## config.mk

```make
export PLATFORM = sky130hd
export DESIGN_NAME = boss_fire_ctrl_flat
export DESIGN_NICKNAME = d
export VERILOG_FILES = /design/src/rtl/boss_pkg.sv /design/src/rtl/boss_fire_ctrl_if.sv /design/src/rtl/boss_frame_timer.sv /design/src/rtl/boss_fire_ctrl.sv /design/src/flat_wrapper.sv
export SDC_FILE = /design/constraint.sdc
export NUM_CORES = 1
export LEC_CHECK = 0
export CAP_MARGIN = 0
export CELL_PAD_IN_SITES_DETAIL_PLACEMENT = 1
export CELL_PAD_IN_SITES_GLOBAL_PLACEMENT = 2
export CORE_ASPECT_RATIO = 0.6
export CORE_MARGIN = 1.5
export CORE_UTILIZATION = 25
export DETAILED_ROUTE_END_ITERATION = 12
export PLACE_DENSITY = 0.79
export SLEW_MARGIN = 15
export SYNTH_ARGS = -nofsm -noshare
export SYNTH_HDL_FRONTEND = slang
export SYNTH_HIERARCHICAL = 1
export SYNTH_SLANG_ARGS = --single-unit
```

## constraint.sdc

```tcl
create_clock -name clk -period 3.1 [get_ports clk]
set_input_delay 0.31 -clock clk [delete_from_list [all_inputs] [get_ports clk]]
set_output_delay 0.31 -clock clk [all_outputs]
set_load 0.01 [all_outputs]
```

## src/rtl/boss_pkg.sv

```systemverilog
`default_nettype none
// ============================================================================
// boss_pkg : shared types and screen constants for the boss fire path
// Rev 1.0  : initial release
// ============================================================================
package boss_pkg;

  typedef enum logic [2:0] {
    IDLE     = 3'd0,
    COOLDOWN = 3'd1,
    AIM      = 3'd2,
    FIRE     = 3'd3,
    GAP      = 3'd4
  } fire_state_t;

  localparam int SCREEN_WIDTH  = 200;
  localparam int SCREEN_HEIGHT = 300;
  localparam int BULLET_WIDTH  = 5;
  localparam int BULLET_HEIGHT = 5;
  localparam int Y_MAX         = SCREEN_HEIGHT - BULLET_HEIGHT;

endpackage
`default_nettype wire

```

## src/rtl/boss_fire_ctrl_if.sv

```systemverilog
`default_nettype none
// ============================================================================
// boss_fire_ctrl_if : boss position in, launch command out
// Rev 1.0  : initial release
// ============================================================================
interface boss_fire_ctrl_if;

  logic       enable;
  logic       frame_tick;
  logic [9:0] boss_x;
  logic [8:0] boss_y;
  logic [8:0] char_y;
  logic       fire;
  logic [9:0] start_x;
  logic [8:0] start_y;
  logic [2:0] state_o;
  logic [3:0] shot_idx;

  modport master (
    output enable, frame_tick, boss_x, boss_y, char_y,
    input  fire, start_x, start_y, state_o, shot_idx
  );

  modport slave (
    input  enable, frame_tick, boss_x, boss_y, char_y,
    output fire, start_x, start_y, state_o, shot_idx
  );

endinterface
`default_nettype wire

```

## src/rtl/boss_frame_timer.sv

```systemverilog
`default_nettype none
// ============================================================================
// boss_frame_timer : 8-bit frame tick counter, done on the limit-th tick
// Rev 1.0  : initial release
// ============================================================================
module boss_frame_timer (
  input  wire       clk,
  input  wire       reset,
  input  wire       clear,
  input  wire       tick,
  input  wire [7:0] limit,
  output logic      done
);

  logic [7:0] r_count;

  always_ff @(posedge clk or posedge reset) begin
    if (reset) begin
      r_count <= '0;
    end else if (clear) begin
      r_count <= '0;
    end else if (tick) begin
      r_count <= r_count + 8'd1;
    end
  end

  assign done = tick && (r_count == (limit - 8'd1));

endmodule
`default_nettype wire

```

## src/rtl/boss_fire_ctrl.sv

```systemverilog
`default_nettype none
// ============================================================================
// boss_fire_ctrl : burst/gap/cooldown fire scheduler feeding boss_bullet
// Optional macro BOSS_FIRE_AIM_TRACK_EN : launch Y leans toward the player
// Rev 1.0  : initial release
// ============================================================================
module boss_fire_ctrl #(
  parameter int COOLDOWN_FRAMES = 60,
  parameter int GAP_FRAMES      = 8,
  parameter int BURST_LEN       = 3,
  parameter int Y_OFFSET        = 12,
  parameter int Y_MAX           = boss_pkg::Y_MAX
) (
  input  wire             clk,
  input  wire             reset,
  boss_fire_ctrl_if.slave bus
);

  import boss_pkg::*;

  localparam logic [7:0] C_COOL      = 8'(COOLDOWN_FRAMES);
  localparam logic [7:0] C_GAP       = 8'(GAP_FRAMES);
  localparam logic [3:0] C_LAST_SHOT = 4'(BURST_LEN - 1);
  localparam logic [9:0] C_Y_OFF     = 10'(Y_OFFSET);
  localparam logic [9:0] C_Y_MAX     = 10'(Y_MAX);

  fire_state_t r_state;
  fire_state_t w_next;
  logic [3:0]  r_shot;
  logic [3:0]  w_shot_next;
  logic        w_load;
  logic        r_fire;
  logic [9:0]  r_start_x;
  logic [8:0]  r_start_y;
  logic [8:0]  w_aim_y;
  logic        w_counting;
  logic        w_count_tick;
  logic        w_count_clear;
  logic        w_timer_done;
  logic [7:0]  w_limit;

  // Ticks only count while waiting; AIM/FIRE/IDLE hold the counter at zero.
  assign w_counting    = (r_state == COOLDOWN) || (r_state == GAP);
  assign w_count_tick  = bus.frame_tick && bus.enable && w_counting;
  assign w_count_clear = !w_counting || !bus.enable || w_timer_done;
  assign w_limit       = (r_state == GAP) ? C_GAP : C_COOL;

  boss_frame_timer u_timer (
    .clk   (clk),
    .reset (reset),
    .clear (w_count_clear),
    .tick  (w_count_tick),
    .limit (w_limit),
    .done  (w_timer_done)
  );

`ifdef BOSS_FIRE_AIM_TRACK_EN
  logic [9:0] w_band_hi_raw;
  logic [9:0] w_band_hi;

  assign w_band_hi_raw = {1'b0, bus.boss_y} + (C_Y_OFF << 1);
  assign w_band_hi     = (w_band_hi_raw > C_Y_MAX) ? C_Y_MAX : w_band_hi_raw;

  always_comb begin
    w_aim_y = bus.char_y;
    if ({1'b0, bus.char_y} > w_band_hi) begin
      w_aim_y = w_band_hi[8:0];
    end else if (bus.char_y < bus.boss_y) begin
      w_aim_y = bus.boss_y;
    end
  end
`else
  logic [9:0] w_off_sum;
  logic       w_unused_char_y;

  // 10-bit sum so a low boss near the bottom saturates instead of wrapping.
  assign w_off_sum       = {1'b0, bus.boss_y} + C_Y_OFF;
  assign w_aim_y         = (w_off_sum > C_Y_MAX) ? C_Y_MAX[8:0] : w_off_sum[8:0];
  assign w_unused_char_y = ^bus.char_y;
`endif

  always_ff @(posedge clk or posedge reset) begin
    if (reset) begin
      r_state <= IDLE;
    end else begin
      r_state <= w_next;
    end
  end

  always_comb begin
    w_next      = r_state;
    w_shot_next = r_shot;
    w_load      = 1'b0;
    case (r_state)
      IDLE: begin
        w_next = COOLDOWN;
      end
      COOLDOWN: begin
        if (w_timer_done) begin
          w_next      = AIM;
          w_shot_next = '0;
        end
      end
      AIM: begin
        w_load = 1'b1;
        w_next = FIRE;
      end
      FIRE: begin
        if (r_shot == C_LAST_SHOT) begin
          w_shot_next = '0;
          w_next      = COOLDOWN;
        end else begin
          w_shot_next = r_shot + 4'd1;
          w_next      = GAP;
        end
      end
      GAP: begin
        if (w_timer_done) begin
          w_next = AIM;
        end
      end
      default: begin
        w_next = IDLE;
      end
    endcase
    // Dropping enable abandons any burst in progress.
    if (!bus.enable) begin
      w_next      = IDLE;
      w_shot_next = '0;
      w_load      = 1'b0;
    end
  end

  always_ff @(posedge clk or posedge reset) begin
    if (reset) begin
      r_shot    <= '0;
      r_fire    <= 1'b0;
      r_start_x <= '0;
      r_start_y <= '0;
    end else begin
      r_shot <= w_shot_next;
      r_fire <= (r_state == FIRE) && bus.enable;
      if (w_load) begin
        r_start_x <= bus.boss_x;
        r_start_y <= w_aim_y;
      end
    end
  end

  assign bus.fire     = r_fire;
  assign bus.start_x  = r_start_x;
  assign bus.start_y  = r_start_y;
  assign bus.state_o  = r_state;
  assign bus.shot_idx = r_shot;

endmodule
`default_nettype wire

```

## src/flat_wrapper.sv

```systemverilog
// flat-port wrapper written by rule: the top's interface ports become plain ports
module boss_fire_ctrl_flat import boss_pkg::*;
#(
  parameter int COOLDOWN_FRAMES = 60,
  parameter int GAP_FRAMES      = 8,
  parameter int BURST_LEN       = 3,
  parameter int Y_OFFSET        = 12,
  parameter int Y_MAX           = boss_pkg::Y_MAX
)
  (clk, reset, bus_enable, bus_frame_tick, bus_boss_x, bus_boss_y, bus_char_y, bus_fire, bus_start_x, bus_start_y, bus_state_o, bus_shot_idx);
  boss_fire_ctrl_if bus_i ();
  input  wire clk;
  input  wire reset;
  input wire logic [$bits(bus_i.enable)-1:0] bus_enable;
  input wire logic [$bits(bus_i.frame_tick)-1:0] bus_frame_tick;
  input wire logic [$bits(bus_i.boss_x)-1:0] bus_boss_x;
  input wire logic [$bits(bus_i.boss_y)-1:0] bus_boss_y;
  input wire logic [$bits(bus_i.char_y)-1:0] bus_char_y;
  output wire logic [$bits(bus_i.fire)-1:0] bus_fire;
  output wire logic [$bits(bus_i.start_x)-1:0] bus_start_x;
  output wire logic [$bits(bus_i.start_y)-1:0] bus_start_y;
  output wire logic [$bits(bus_i.state_o)-1:0] bus_state_o;
  output wire logic [$bits(bus_i.shot_idx)-1:0] bus_shot_idx;
  assign bus_i.enable = bus_enable;
  assign bus_i.frame_tick = bus_frame_tick;
  assign bus_i.boss_x = bus_boss_x;
  assign bus_i.boss_y = bus_boss_y;
  assign bus_i.char_y = bus_char_y;
  assign bus_fire = bus_i.fire;
  assign bus_start_x = bus_i.start_x;
  assign bus_start_y = bus_i.start_y;
  assign bus_state_o = bus_i.state_o;
  assign bus_shot_idx = bus_i.shot_idx;
  boss_fire_ctrl #(.COOLDOWN_FRAMES(COOLDOWN_FRAMES), .GAP_FRAMES(GAP_FRAMES), .BURST_LEN(BURST_LEN), .Y_OFFSET(Y_OFFSET), .Y_MAX(Y_MAX)) u_core (.clk(clk), .reset(reset), .bus(bus_i));
endmodule
```

==> results by group, run 1 <==
Outcome
  • Status: completed

Die
  • Height of the chip: just over 70 um
  • Total I/O pin count: between 50 and 60
  • Full die area: 8680 um^2
  • Placeable core region: between 7000 and 8000 um^2
  • Rows: 25
  • Effective utilization at floorplan: between 20% and 30%
  • Die outline width: 119 um

Timing
  • Worst slew pin tran: ~0.54 ns
  • Relative max-transition margin: between 60 and 70%
  • Post-Route Setup TNS: 0 ns
  • Post-route clock period utilization: 93.8%
  • Maximum clock frequency: approximately 340 MHz
  • Fin crit period: 2.91 ns
  • Pins Over Slew Limit: 0
  • Max Clock Skew: between 0.002 and 0.003 ns
  • Count of final setup violators: 0
  • Min Hold Slack: around 0.31 ns
  • Total count of hold-check failures in the final report: 0
  • Unrepaired setup endpoints after global routing: false

Route
  • Remaining antenna violation count after routing: 0
  • Detailed-route vias per instance: approximately 4.4
  • DR DRC count: 0
  • Count of routing violations after the opening detailed-route iteration: 62
  • Number of vias after detailed routing: ~1,800
  • Final Routed Wirelength: around 5400 um
  • Wire per inst: 13.5 um
  • Number of optimization iterations in the first detailed-route pass: 4

GRT
  • Aggregate global-route resource usage: between 10% and 20%
  • Total gr overflow: 0
  • Global-route wire length before repair: 8810 um
  • Initial antenna violation count: 0
  • Number of global-route vias before repair: roughly 1,700
  • Maximum number of pins on one net before global-route repair: 28

Setup path
  • Buf/Inv on CP: 0
  • CP Cell Sequence: or3b_4, nor3_1, xnor2_1, or4_1, a211oi_4, nand2b_4, o2111ai_1, or3_1, a21oi_1
  • Maximum cell stage delay along the critical path: 0.58 ns
  • Slack of the worst reg-to-reg path: around 0.19 ns
  • Crit path from: u_core/bus.state_o[0]
  • Delay-heaviest family, CP: simple AND/OR/NAND/NOR gates
  • Launch instance of the worst register-to-register path: u_core/bus.state_o[0]
  • Max stage delay cell, worst path: or4_1
  • Maximum fanout along the worst path: 7
  • Setup CP Type: reg -> reg
  • Sort of element at the start of the critical path: flip-flop
  • Worst path required time: ~3.3 ns
  • Worst EP arrival: 3.11 ns
  • Capturing element type of the critical path: flip-flop

Synthesis
  • Post-synthesis average cell area: between 9 and 10 um^2
  • Number of enable-type register cells in the synthesized netlist: 0
  • Post-synthesis cell type with the largest combined area: dfrtp_1
  • Distinct cell type count of the synthesized netlist: 48
  • Register bit total from synthesis: 35
  • Mapped Area: 2030 um^2
  • Proportion of netlist area held by the largest area contributor: roughly 43%
  • Synth Instances: ~220
  • Sequential share of the synthesized area: a little over two fifths
  • Dominant register cell in the synthesized netlist: dfrtp_1
  • Yosys warns: 6
  • Most common cell in the netlist: nand2_1
  • Share of flip-flops with an asynchronous set or reset: 100%
  • Most numerous cell types in the synthesized netlist: nand2_1, dfrtp_1, nor2_1, xnor2_1, inv_1
  • Main area contributors after synthesis: dfrtp_1, nand2_1, xnor2_1, ha_1, xor2_1

Power and ir drop
  • Worst vdd rail ir drop: 0.171 mV
  • Overall power consumption: roughly 0.0011 W
  • Lkg Pwr: ~1.3 nW
  • Power density over the cells: 359 nW/um^2

Layout
  • Fin util: 37.4%
  • Signed area change from the synthesized netlist to the final layout: 45.1%
  • Net count reported at finish: 331
  • Share of post-route cells with drive strength above 1: 12.3%
  • Diodes inserted: 0

Placed design
  • Placer Congestion: ~0.75
  • DP Wirelength: between 4000 and 5000 um
  • Count of buffers inserted at the top-level ports: 49

Clocking
  • CTS Sinks: 35
  • Hold buffer count at CTS: 0
  • Level count of the clock H-tree: 2
  • CTS buffer count: 5
  • Worst-case clock buffer depth: 2
  • Clock tree from TritonCTS: done
  • Number of buffers added for setup after CTS: 0
  • Clk_lat worst skew: approximately 0.28 ns
  • Register clock-pin slew on the reported worst setup and hold paths: approximately 0.05 ns
  • Root buffer cell: clkbuf_16

Job
  • Max-cap violations: 0

Worst hold path
  • Hold WC Path Type: in -> async
## through the flow
stage | cells | setup slack, ns | area, um^2
floorplan | 233 | 0.0534 | 2080
global placement | 394 | 0.0355 | 2770
detailed placement | 394 | -0.0493 | 2770
CTS | 401 | 0.102 | 2910
global route | 401 | 0.00736 | 2950
finish | 401 | 0.191 | 2950
## worst paths after layout
kind	endpoint	cells after the start
max	u_core/u_timer/r_count[6]	9
min	u_core/u_timer/r_count[2]	2
max reg2reg	u_core/u_timer/r_count[6]	9
max in group asynchronous	u_core/bus.state_o[2]	3
min reg2reg	u_core/bus.start_x[5]	2
min in group clk	u_core/bus.start_x[5]	2
## registers in the layout (all words and copies together) (netlist names)
name	cells
u_core/bus.state_o	3
u_core/bus.start_x	10
u_core/bus.shot_idx	4
u_core/bus.fire	1
u_core/u_timer/r_count	8
u_core/bus.start_y	9
## report_power, final
group / total (W) / switching, W / leakage (nW) / internal [W]
clock network: 0.000498 / 0.000185 / 0.0727 / 0.000314
logic: 0.0000983 / 0.0000502 / 0.732 / 0.0000481
registers: 0.000460 / 0.00000181 / 0.485 / 0.000458
total: 0.00106 / 0.000237 / 1.29 / 0.000820
## logic make-up (layout without fill, tap and decap cells)
logic type / count (synthesis) / after routing / share of synthesized area [%]
AOI/OAI and AO/OA: 38 / 38 / 12.9
xor gates and xnor gates: 22 / 22 / 9.49
adders and majority gates: 6 / 6 / 3.70
buffers and inverters: 23 / 83 / 4.32
DFF: 35 / 35 / 43.2
muxes: 3 / 3 / 1.54
other: 2 / 14 / 0.370
and+or+nand+nor: 92 / 92 / 24.5
## area by class of cell
| class | count | area, um^2 |
|---|---|---|
| Multi-Input combinational cell | 175 | 1150 |
| Timing Repair Buffer | 62 | 588 |
| Inverter | 14 | 52.6 |
| Sequential cell | 35 | 877 |
| Fill cell | 930 | 4940 |
| Clock buffer | 6 | 139 |
| Tap cell | 108 | 135 |
| Clock inverter | 1 | 5.00 |
## worst reg2reg max path, cell delays in order (launching register included)
cell and delay (ns):
dfrtp_1 0.44, or3b_4 0.45, nor3_1 0.20, xnor2_1 0.09, or4_1 0.58, a211oi_4 0.24, nand2b_4 0.20, o2111ai_1 0.16
or3_1 0.34, a21oi_1 0.14
## timing repair
action,4_1_cts,5_1_grt
endpoints found under the setup margin,0,3
endpoints found under the hold margin,0,0
resized for setup,0,8
## routing by layer
| metal | GRT usage (%) | part of all wire, % |
|---|---|---|
| met2 | 18.6 | 40 |
| met3 | 3.91 | 5.4 |
| met1 | 19.4 | 55 |
| met5 | 0 | 0 |
| met4 | 3.17 | 0.48 |
## cell usage in the layout (no fill, tap or decap), types with 3 or more instances in the layout
cell type / instances
a211oi_1: 3
a21oi_1: 8
buf_4: 13
clkbuf_16: 5
clkdlybuf4s50_1: 49
conb_1: 14
dfrtp_1: 34
ha_1: 6
inv_1: 14
nand2_1: 37
nand3_1: 3
nor2_1: 15
nor3_1: 3
nor3b_1: 5
o21ai_0: 10
or4_1: 3
xnor2_1: 15
xor2_1: 7
Note: power is estimated with default switching activity, not from simulation.
==> run 2, diff against run 1 <==
- SKIP_CTS_REPAIR_TIMING: unset -> 1
==> results of run 2 <==
Same layout as run 1: the final DEF is identical, and so are final timing and power.
